[src/rtl/router_filereg_pkg.sv]
// Shared message layout, command/status encodings and FSM states for the router file-register block.
package router_filereg_pkg;

   localparam int unsigned CMD_W      = 2;
   localparam int unsigned REG_ADDR_W = 5;
   localparam int unsigned PAYLOAD_W  = 32;
   localparam int unsigned MSG_W      = CMD_W + REG_ADDR_W + PAYLOAD_W;

   localparam int unsigned PAYLOAD_LSB = 0;
   localparam int unsigned REG_LSB     = PAYLOAD_W;
   localparam int unsigned CMD_LSB     = PAYLOAD_W + REG_ADDR_W;

   localparam logic [CMD_W-1:0] CMD_WRITE = 2'b00;
   localparam logic [CMD_W-1:0] CMD_READ  = 2'b01;

   localparam logic [CMD_W-1:0] ST_WRITE_ACK = 2'b00;
   localparam logic [CMD_W-1:0] ST_READ_DATA = 2'b01;
   localparam logic [CMD_W-1:0] ST_ERR_ADDR  = 2'b10;
   localparam logic [CMD_W-1:0] ST_ERR_CMD   = 2'b11;

   // Request {cmd, reg, payload} and response {status, reg, data} share one layout.
   typedef struct packed {
      logic [CMD_W-1:0]      cmd;
      logic [REG_ADDR_W-1:0] reg_addr;
      logic [PAYLOAD_W-1:0]  payload;
   } filereg_msg_t;

   typedef enum logic [1:0] {
      IDLE = 2'd0,
      EXEC = 2'd1,
      RESP = 2'd2
   } filereg_state_t;

endpackage

[src/rtl/router_filereg_bank.sv]
// Configuration register array: constant register 0, read-only masking, flattened view and update pulse.
module router_filereg_bank
   import router_filereg_pkg::*;
#(
   parameter int unsigned            NUM_REGS = 16,
   parameter logic [NUM_REGS-1:0]    RO_MASK  = NUM_REGS'(1),
   parameter logic [PAYLOAD_W-1:0]   ID_VALUE = '0
) (
   input  logic                          clk,
   input  logic                          rst_n,
   input  logic                          wr_en,
   input  logic [REG_ADDR_W-1:0]         wr_idx,
   input  logic [PAYLOAD_W-1:0]          wr_data,
   output logic [NUM_REGS*PAYLOAD_W-1:0] regs,
   output logic                          update,
   output logic [REG_ADDR_W-1:0]         update_idx
);

   logic wr_ok_c;

   // A write lands only on an implemented, writable register other than register 0.
   always_comb begin
      wr_ok_c = 1'b0;
      for (int unsigned i = 1; i < NUM_REGS; i++) begin
         if (wr_en && (wr_idx == REG_ADDR_W'(i)) && !RO_MASK[i]) wr_ok_c = 1'b1;
      end
   end

   assign regs[PAYLOAD_W-1:0] = ID_VALUE;

   for (genvar g = 1; g < NUM_REGS; g++) begin : g_reg
      logic [PAYLOAD_W-1:0] val_q;

      // Storage for one writable register.
      always_ff @(posedge clk or negedge rst_n) begin
         if (!rst_n) begin
            val_q <= '0;
         end else if (wr_ok_c && (wr_idx == REG_ADDR_W'(g))) begin
            val_q <= wr_data;
         end
      end

      assign regs[g*PAYLOAD_W +: PAYLOAD_W] = val_q;
   end

   // Update pulse coincides with the new value becoming visible.
   always_ff @(posedge clk or negedge rst_n) begin
      if (!rst_n) begin
         update     <= 1'b0;
         update_idx <= '0;
      end else begin
         update <= wr_ok_c;
         if (wr_ok_c) update_idx <= wr_idx;
      end
   end

endmodule

[src/rtl/router_filereg_access_controller.sv]
// Executes NoC file-register WRITE/READ requests one at a time and returns a routed response.
module router_filereg_access_controller
   import router_filereg_pkg::*;
#(
   parameter int unsigned          MODULE_ADDR_W = 11,
   parameter int unsigned          NUM_REGS      = 16,
   parameter logic [NUM_REGS-1:0]  RO_MASK       = NUM_REGS'(1),
   parameter logic [PAYLOAD_W-1:0] ID_VALUE      = 32'h0000_0000,
   parameter bit                   WRITE_ACK     = 1'b1
) (
   input  logic                          clk_i,
   input  logic                          rst_ni,
   input  logic                          s_req_tvalid_i,
   output logic                          s_req_tready_o,
   input  logic [MSG_W-1:0]              s_req_tdata_i,
   input  logic [MODULE_ADDR_W-1:0]      s_req_tid_i,
   output logic                          m_rsp_tvalid_o,
   input  logic                          m_rsp_tready_i,
   output logic [MSG_W-1:0]              m_rsp_tdata_o,
   output logic [MODULE_ADDR_W-1:0]      m_rsp_tdest_o,
   output logic [NUM_REGS*PAYLOAD_W-1:0] cfg_regs_o,
   output logic                          cfg_update_o,
   output logic [REG_ADDR_W-1:0]         cfg_update_idx_o
);

   filereg_state_t             state_q, state_d;
   logic                       ready_q, ready_d;
   filereg_msg_t               req_q, req_d;
   logic [MODULE_ADDR_W-1:0]   tid_q, tid_d;
   logic                       rsp_valid_q, rsp_valid_d;
   filereg_msg_t               rsp_q, rsp_d;
   logic [MODULE_ADDR_W-1:0]   dest_q, dest_d;
   logic                       wr_en_c;
   logic                       addr_err_c;
   logic                       cmd_err_c;
   logic                       ro_hit_c;
   logic [PAYLOAD_W-1:0]       rd_data_c;

   // Decode the latched request: range, read-only target and read mux.
   always_comb begin
      addr_err_c = (32'(req_q.reg_addr) >= NUM_REGS);
      ro_hit_c   = (req_q.reg_addr == '0);
      rd_data_c  = '0;
      for (int unsigned i = 0; i < NUM_REGS; i++) begin
         if (req_q.reg_addr == REG_ADDR_W'(i)) begin
            if (RO_MASK[i]) ro_hit_c = 1'b1;
            rd_data_c = cfg_regs_o[i*PAYLOAD_W +: PAYLOAD_W];
         end
      end
      cmd_err_c = ((req_q.cmd != CMD_WRITE) && (req_q.cmd != CMD_READ)) ||
                  ((req_q.cmd == CMD_WRITE) && ro_hit_c);
   end

   // Next-state and registered-output logic; errors are resolved before any write.
   always_comb begin
      state_d     = state_q;
      ready_d     = 1'b0;
      req_d       = req_q;
      tid_d       = tid_q;
      rsp_valid_d = rsp_valid_q;
      rsp_d       = rsp_q;
      dest_d      = dest_q;
      wr_en_c     = 1'b0;
      unique case (state_q)
         IDLE: begin
            if (s_req_tvalid_i && ready_q) begin
               req_d   = filereg_msg_t'(s_req_tdata_i);
               tid_d   = s_req_tid_i;
               state_d = EXEC;
            end else begin
               ready_d = 1'b1;
            end
         end
         EXEC: begin
            state_d          = RESP;
            rsp_valid_d      = 1'b1;
            dest_d           = tid_q;
            rsp_d.reg_addr   = req_q.reg_addr;
            rsp_d.payload    = '0;
            if (addr_err_c) begin
               rsp_d.cmd = ST_ERR_ADDR;
            end else if (cmd_err_c) begin
               rsp_d.cmd = ST_ERR_CMD;
            end else if (req_q.cmd == CMD_WRITE) begin
               wr_en_c       = 1'b1;
               rsp_d.cmd     = ST_WRITE_ACK;
               rsp_d.payload = req_q.payload;
               if (!WRITE_ACK) begin
                  state_d     = IDLE;
                  ready_d     = 1'b1;
                  rsp_valid_d = 1'b0;
                  rsp_d       = rsp_q;
                  dest_d      = dest_q;
               end
            end else begin
               rsp_d.cmd     = ST_READ_DATA;
               rsp_d.payload = rd_data_c;
            end
         end
         RESP: begin
            if (m_rsp_tready_i) begin
               rsp_valid_d = 1'b0;
               state_d     = IDLE;
               ready_d     = 1'b1;
            end
         end
         default: state_d = IDLE;
      endcase
   end

   // State and output registers; reset aborts any transaction in flight.
   always_ff @(posedge clk_i or negedge rst_ni) begin
      if (!rst_ni) begin
         state_q     <= IDLE;
         ready_q     <= 1'b0;
         req_q       <= '0;
         tid_q       <= '0;
         rsp_valid_q <= 1'b0;
         rsp_q       <= '0;
         dest_q      <= '0;
      end else begin
         state_q     <= state_d;
         ready_q     <= ready_d;
         req_q       <= req_d;
         tid_q       <= tid_d;
         rsp_valid_q <= rsp_valid_d;
         rsp_q       <= rsp_d;
         dest_q      <= dest_d;
      end
   end

   assign s_req_tready_o = ready_q;
   assign m_rsp_tvalid_o = rsp_valid_q;
   assign m_rsp_tdata_o  = rsp_q;
   assign m_rsp_tdest_o  = dest_q;

   router_filereg_bank #(
      .NUM_REGS (NUM_REGS),
      .RO_MASK  (RO_MASK),
      .ID_VALUE (ID_VALUE)
   ) u_bank (
      .clk        (clk_i),
      .rst_n      (rst_ni),
      .wr_en      (wr_en_c),
      .wr_idx     (req_q.reg_addr),
      .wr_data    (req_q.payload),
      .regs       (cfg_regs_o),
      .update     (cfg_update_o),
      .update_idx (cfg_update_idx_o)
   );

endmodule

[config.mk]
export PLATFORM = sky130hd
export DESIGN_NAME = router_filereg_access_controller
export DESIGN_NICKNAME = d
export VERILOG_FILES = /design/src/rtl/router_filereg_pkg.sv /design/src/rtl/router_filereg_bank.sv /design/src/rtl/router_filereg_access_controller.sv
export SDC_FILE = /design/constraint.sdc
export NUM_CORES = 1
export LEC_CHECK = 0
export ABC_AREA = 0
export CORE_AREA = 2 2 242 244
export CTS_BUF_LIST = sky130_fd_sc_hd__clkbuf_8
export CTS_CLUSTER_DIAMETER = 150
export DETAILED_ROUTE_END_ITERATION = 6
export DIE_AREA = 0 0 244 246
export PLACE_DENSITY_LB_ADDON = 0.12
export SLEW_MARGIN = 15
export SYNTH_ARGS = -nofsm -noshare
export SYNTH_HDL_FRONTEND = slang
export SYNTH_SLANG_ARGS = --single-unit
export TNS_END_PERCENT = 10
[constraint.sdc]
create_clock -name clk_i -period 6.4 [get_ports clk_i]
set_clock_uncertainty 0.2 [all_clocks]
set_input_delay 0.64 -clock clk_i [delete_from_list [all_inputs] [get_ports clk_i]]
set_output_delay 0.64 -clock clk_i [all_outputs]
set_load 0.02 [all_outputs]
Word level (Yosys, flattened, before mapping)
Index checks and enable logic that the tools add are counted.
Widths: inputs -> output; s select.
Word-level totals
  memories: 0
  register bits after elaboration: 590
  latch bits: 0
  bits of input ports: 54
  ROM bits: 0
  RAM bits: 0
Operators by class
  equality and inequality tests: 20
  muxes and demuxes: 49
  shifts and indexed selects: 0
  bitwise operators: 0
  multiply operators: 0
  div/mod/pow operators: 0
  magnitude comparators: 1
  reductions and logical operators: 42
  add/subtract/negate cells: 0
Operators with widths (number)
  $mux 32: 18
  $eq 5x4->1 const B: 8
  $logic_and 1x1->1: 33
  $mux 1: 24
  $eq 5x3->1 const B: 4
  $eq 5x2->1 const B: 2
  $mux 2: 4
  $pmux 2 s3: 1
  $reduce_and 2->1: 3
  $eq 5x1->1 const B: 1
  $ge 5x5->1 const B: 1
  $logic_not 5->1: 1
  $logic_not 2->1: 2
  $ne 2x2->1 const B: 2
  $pmux 1 s2: 2
  $reduce_bool 2->1: 2
  $eq 2x1->1 const B: 1
  $eq 2x2->1 const B: 1
  $ne 2x1->1 const B: 1
  $logic_or 1x1->1: 1

Longest topological paths before layout
  depth in word-level cells: 24
  mapped depth: 10
  gate-level depth less buffers: 6

By module
From an unflattened synthesis, not the netlist that was laid out.
Unflattened totals
  cell total of the unflattened synthesis: 2122
  area, all modules: 26860.8 um^2
By module, submodules not included
  router_filereg_bank: sequential area each 12161.7 um^2, area an instance 18531.5 um^2, cells an instance 1113, times used 1
  router_filereg_access_controller: sequential area each 2602.5 um^2, area an instance 8329.2 um^2, cells an instance 1009, times used 1

Worst setup path after synthesis
No wires, ideal clock.
  kind: reg2reg
  start point: reg req_q[35] (netlist bit)
  end point: reg u_bank.g_reg[3].val_q[10]
  path slack: 4.110 ns
  clock period less this slack: 2.290 ns
  cell stages (with the launch flop): 9
  path buffers: 3
  required time: 6.075 ns
  arrival: 1.966 ns
  cell sequence: dfrtp_1 -> buf_2 -> buf_2 -> or2_1 -> nor2_2 -> nand2_1 -> nor2_1 -> buf_2 -> mux2_2
Between the ends
  cells in the longest elaborated chain, start to end: 24
Ends and longest elaborated chain
  start, declared: RTL line router_filereg_access_controller.sv:28  | filereg_msg_t req_q, req_d;
  start signal, assigned: RTL line router_filereg_access_controller.sv:124  | req_q <= req_d;
  $logic_not 5->1: RTL line router_filereg_access_controller.sv:42, router_filereg_access_controller.sv:45
  $mux 1: RTL line router_filereg_access_controller.sv:45  | if (req_q.reg_addr == REG_ADDR_W'(i)) begin
  $logic_and 1x1->1: RTL line router_filereg_access_controller.sv:51  | ((req_q.cmd == CMD_WRITE) && ro_hit_c);
  $logic_or 1x1->1: RTL line router_filereg_access_controller.sv:50  | cmd_err_c = ((req_q.cmd != CMD_WRITE) && (req_q.cmd != CMD_READ)) ||
  $mux 1: RTL line router_filereg_access_controller.sv:82  | end else if (cmd_err_c) begin
  $mux 1: RTL line router_filereg_access_controller.sv:80  | if (addr_err_c) begin
  $mux 1: RTL line router_filereg_access_controller.sv:64  | unique case (state_q)
  $logic_and 1x1->1: RTL line router_filereg_bank.sv:25  | if (wr_en && (wr_idx == REG_ADDR_W'(i)) && !RO_MASK[i]) wr_ok_c = 1'b1;
  $mux 1 (15 in series): RTL line router_filereg_bank.sv:25
  $logic_and 1x1->1 (*): RTL line router_filereg_bank.sv:38  | end else if (wr_ok_c && (wr_idx == REG_ADDR_W'(g))) begin
  end signal, assigned: RTL line router_filereg_bank.sv:39  | val_q <= wr_data;
  end, declared: RTL line router_filereg_bank.sv:32  | logic [PAYLOAD_W-1:0] val_q;
Every way passes the cells marked *; elsewhere a longest branch is shown, timed or not.
A chain may end at the register's enable or synchronous reset.

Worst setup path in the final report
  start point: reg req_q[33] (netlist bit)
  end point: reg u_bank.g_reg[3].val_q[24]
Same word-level chain as after synthesis.

==> reports/summary.txt <==
Status: finished, violations left
Failing checks: design-rule violations
Max VDD drop: 0.000279 V
Global-route usage over all layers: 37.3%
HP Class: flop to flop
Post-cts sizing count: 0
Multiplexer area fraction after synthesis: 25.0%
MaxCap Viol Count: 0
Highest Clock Rate: 242 MHz
Root Driver: clkbuf_8
YS warnings: 0
Initial core utilization: 46.6%
Sequential area share after synthesis: 55.2%
Fin crit share: 64.6%
Die area: 60000 um^2
CP Max Fanout: 32
Most frequent CP cell: buf_4
PwrDens: 434 nW/um^2
Number of synthesized register bits: 590
Die X: 244 um
Core area: 57400 um^2
Std cell rows: 88
Worst-case clock buffer depth: 3
Pin count of the biggest net entering global routing: 174
DP HPWL: 76.6 mm
Final setup vio count: 0
Post-synth top flop: dfrtp_1
Synth area leaders: dfrtp_1 (55%), mux2_2 (22%), mux2_1 (2.4%), nand2_1 (1.7%), buf_2 (1.6%)
DRC viols: 6
P_leak: 16.2 nW
Setup Buffers After CTS: 0
Skew-Pair Late Insertion Delay: 0.71 ns
Cells after synthesis: 2123
Worst-Margin Slew: 1.26 ns
Critical path required time: 6.78 ns
Post-synth EDFFs: 0
Fraction of layout cells with a size suffix above 1: 26.8%
Clk slew on worst S/H paths: 0.06 ns
Largest family of logic cells by synthesized area: multiplexers
Final hold violation count: 0
Post-synth top area cell: dfrtp_1
Drt via density: 6.18
Post-layout util: 61.3%
Initial antenna violation count: 5
Fin crit period: 4.13 ns
Fin cells: 3520
Synth-to-Final Area Change: 31.7%
Critical Setup Path Class: flop to flop
Vias: 21700
Nets@finish: 2725
CTS Buf Count: 100
Post-Synth XOR/XNOR Area: 0.0328%
Area of the mapped netlist: 26700 um^2
Max transition margin: 15.7%
Die Y-Extent: 246 um
Slowest CP cell: dfrtp_2
1st-iter DRT viols: 2039
CP max stage delay: 0.91 ns
Compound-Gate Fraction of Synth Area: 10.7%
Crit path arrival time: 4.52 ns
Mean Syn Cell Area: 12.6 um^2
DRT Pass-1 Iters: 7
Fin Setup TNS: 0 ns
RSZ-0062 raised after global routing: false
IO buf count: 591
Wire length of the first global-routing pass: 160 mm
TritonCTS Sinks: 590
Vias in the first global route: 22000
CP cell instances: buf_4 > nor4_1 > nor4_4 > buf_4 > nand2_1 > nor2_4 > buf_4 > mux2_2
Synth top area share: 55.2%
H-tree Lvls: 3
ANT nets after route: 0
Hold_buf cts: 1
Post-Route WL: 114 mm
Netlist cell types: 67
Grt ovf: 0
Async SR Flop Fraction: 100%
Worst Setup End Kind: flop
Post-synthesis simple-gate area fraction: 5.00%
Routed WL per cell: 32.4 um
Placed cell areas: 33200 um^2
Routability Congestion: 0.954
# IOs: 624
Fin. max-slew vios: 0
Final Cell Area: 35200 um^2
Synth top cells by count: dfrtp_1 (590), mux2_2 (514), nand2_1 (123), buf_2 (87), clkbuf_1 (79)
Most frequent cell after synthesis: dfrtp_1
CTS tree: built
Cell count after placement: 3333
Fillers: 4724
CP Launch Type: flop
Synth Area in Adders: 0%
[area by class of cell]
class,instances,area [um^2],area share (%)
multi-input combinational,1339,11200,31.7
tap,765,957,2.72
clock inverter,54,229,0.651
antenna,3,7.51,0.0213
sequential,590,14800,42.0
timing repair buffer,629,6250,17.7
inverter,11,41.3,0.117
clock buffer,129,1780,5.04
[critical path, delay by kind of cell, from the launching register on]
kind / cells / cell delay (ns)
buffers and inverters: 3 / 1.36
and+or+nand+nor: 4 / 1.04
DFF: 1 / 0.91
muxes: 1 / 0.40
[path summary, 6_finish.rpt]
| path | from | to | slack [ns] | depth (start not counted) |
|---|---|---|---|---|
| min in group asynchronous | rst_ni | m_rsp_tdest_o[2]$_DFFE_PN0P_ | 0.30 | 2 |
| min | m_rsp_tdata_o[33]$_DFFE_PN0P_ | m_rsp_tdata_o[33]$_DFFE_PN0P_ | 0.29 | 2 |
| max reg2reg | req_q[33]$_DFFE_PN0P_ | u_bank.g_reg[3].val_q[24]$_DFFE_PN0P_ | 2.27 | 8 |
| min reg2reg | m_rsp_tdata_o[33]$_DFFE_PN0P_ | m_rsp_tdata_o[33]$_DFFE_PN0P_ | 0.29 | 2 |
| max | req_q[33]$_DFFE_PN0P_ | u_bank.g_reg[3].val_q[24]$_DFFE_PN0P_ | 2.27 | 8 |
| max in group asynchronous | rst_ni | u_bank.g_reg[6].val_q[4]$_DFFE_PN0P_ | 4.21 | 3 |
[through the flow]
stage / power (W) / setup WS [ns] / hold WS [ns]
3_5_place_dp: 0.0118 / 2.24 / 0.273
4_1_cts: 0.0152 / 2.17 / 0.257
5_1_grt: 0.0158 / 2.21 / 0.294
3_3_place_gp: 0.0117 / 2.21 / 0.265
2_1_floorplan: 0.00862 / 4.11 / 0.144
6_report: 0.0153 / 2.27 / 0.286
[where the power goes]
group          internal [W]  leakage (nW)  total, W  switching, W
combinational       0.00247          7.00   0.00589       0.00342
clock               0.00180          1.19   0.00339       0.00159
sequential          0.00457          8.05   0.00602       0.00144
[routing by layer]
| metal | track usage (%) | vias to the layer above | wire length, um |
|---|---|---|---|
| li1 | - | 8908 | - |
| met1 | 45.6 | 11200 | 42500 |
| met2 | 59.9 | 1352 | 53800 |
| met3 | 11.9 | 324 | 11800 |
| met4 | 18.2 | 2 | 5890 |
| met5 | 0 | - | 13 |
[layout by cell type (no fill, tap or decap), types with 5 or more instances in the layout]
cell             synthesis  routed
clkdlybuf4s50_1          0     590
nand2b_1                13      12
a31oi_1                  8       8
mux2i_1                 26      26
nor2_4                   0       5
mux2_2                 514     514
o21ai_0                 78      78
a32oi_1                  5       5
nand2_4                  0       7
o2bb2ai_1               19      19
a2111oi_0                5       5
nand3_1                 24      22
conb_1                   1      32
o31ai_1                 11      11
o22ai_1                 65      65
nor2_2                   5      10
buf_4                   34      34
a222oi_1                18      18
o221ai_1                18      18
a21oi_1                 69      69
inv_1                   10      53
nand2_1                123     111
o211ai_1                10      10
a221oi_1                23      23
clkinv_2                 0       7
clkbuf_8                 0     129
and3_1                   7       7
a22oi_1                 38      38
o21ai_1                  6       5
dfrtp_1                590     588
mux2_1                  56      56
nor2_1                  63      53
nor3_1                  22      21
nor2b_1                  7       6
a211oi_1                13      13
nand2_2                  0       5
[kinds of logic after synthesis]
kind of cell | after synthesis
muxes | 596
DFF | 590
AOI/OAI and AO/OA | 420
and+or+nand+nor | 290
buffers and inverters | 225
xor gates and xnor gates | 1
other | 1
[flip-flops by register name, indices dropped and copies added (netlist names)]
register / count
s_req_tready_o: 1
u_bank.g.val_q: 480
req_q: 39
tid_q: 11
m_rsp_tdest_o: 11
m_rsp_tvalid_o: 1
state_q: 2
u_bank.update: 1
m_rsp_tdata_o: 39
u_bank.update_idx: 5
Power figures use the tool's default switching activity.
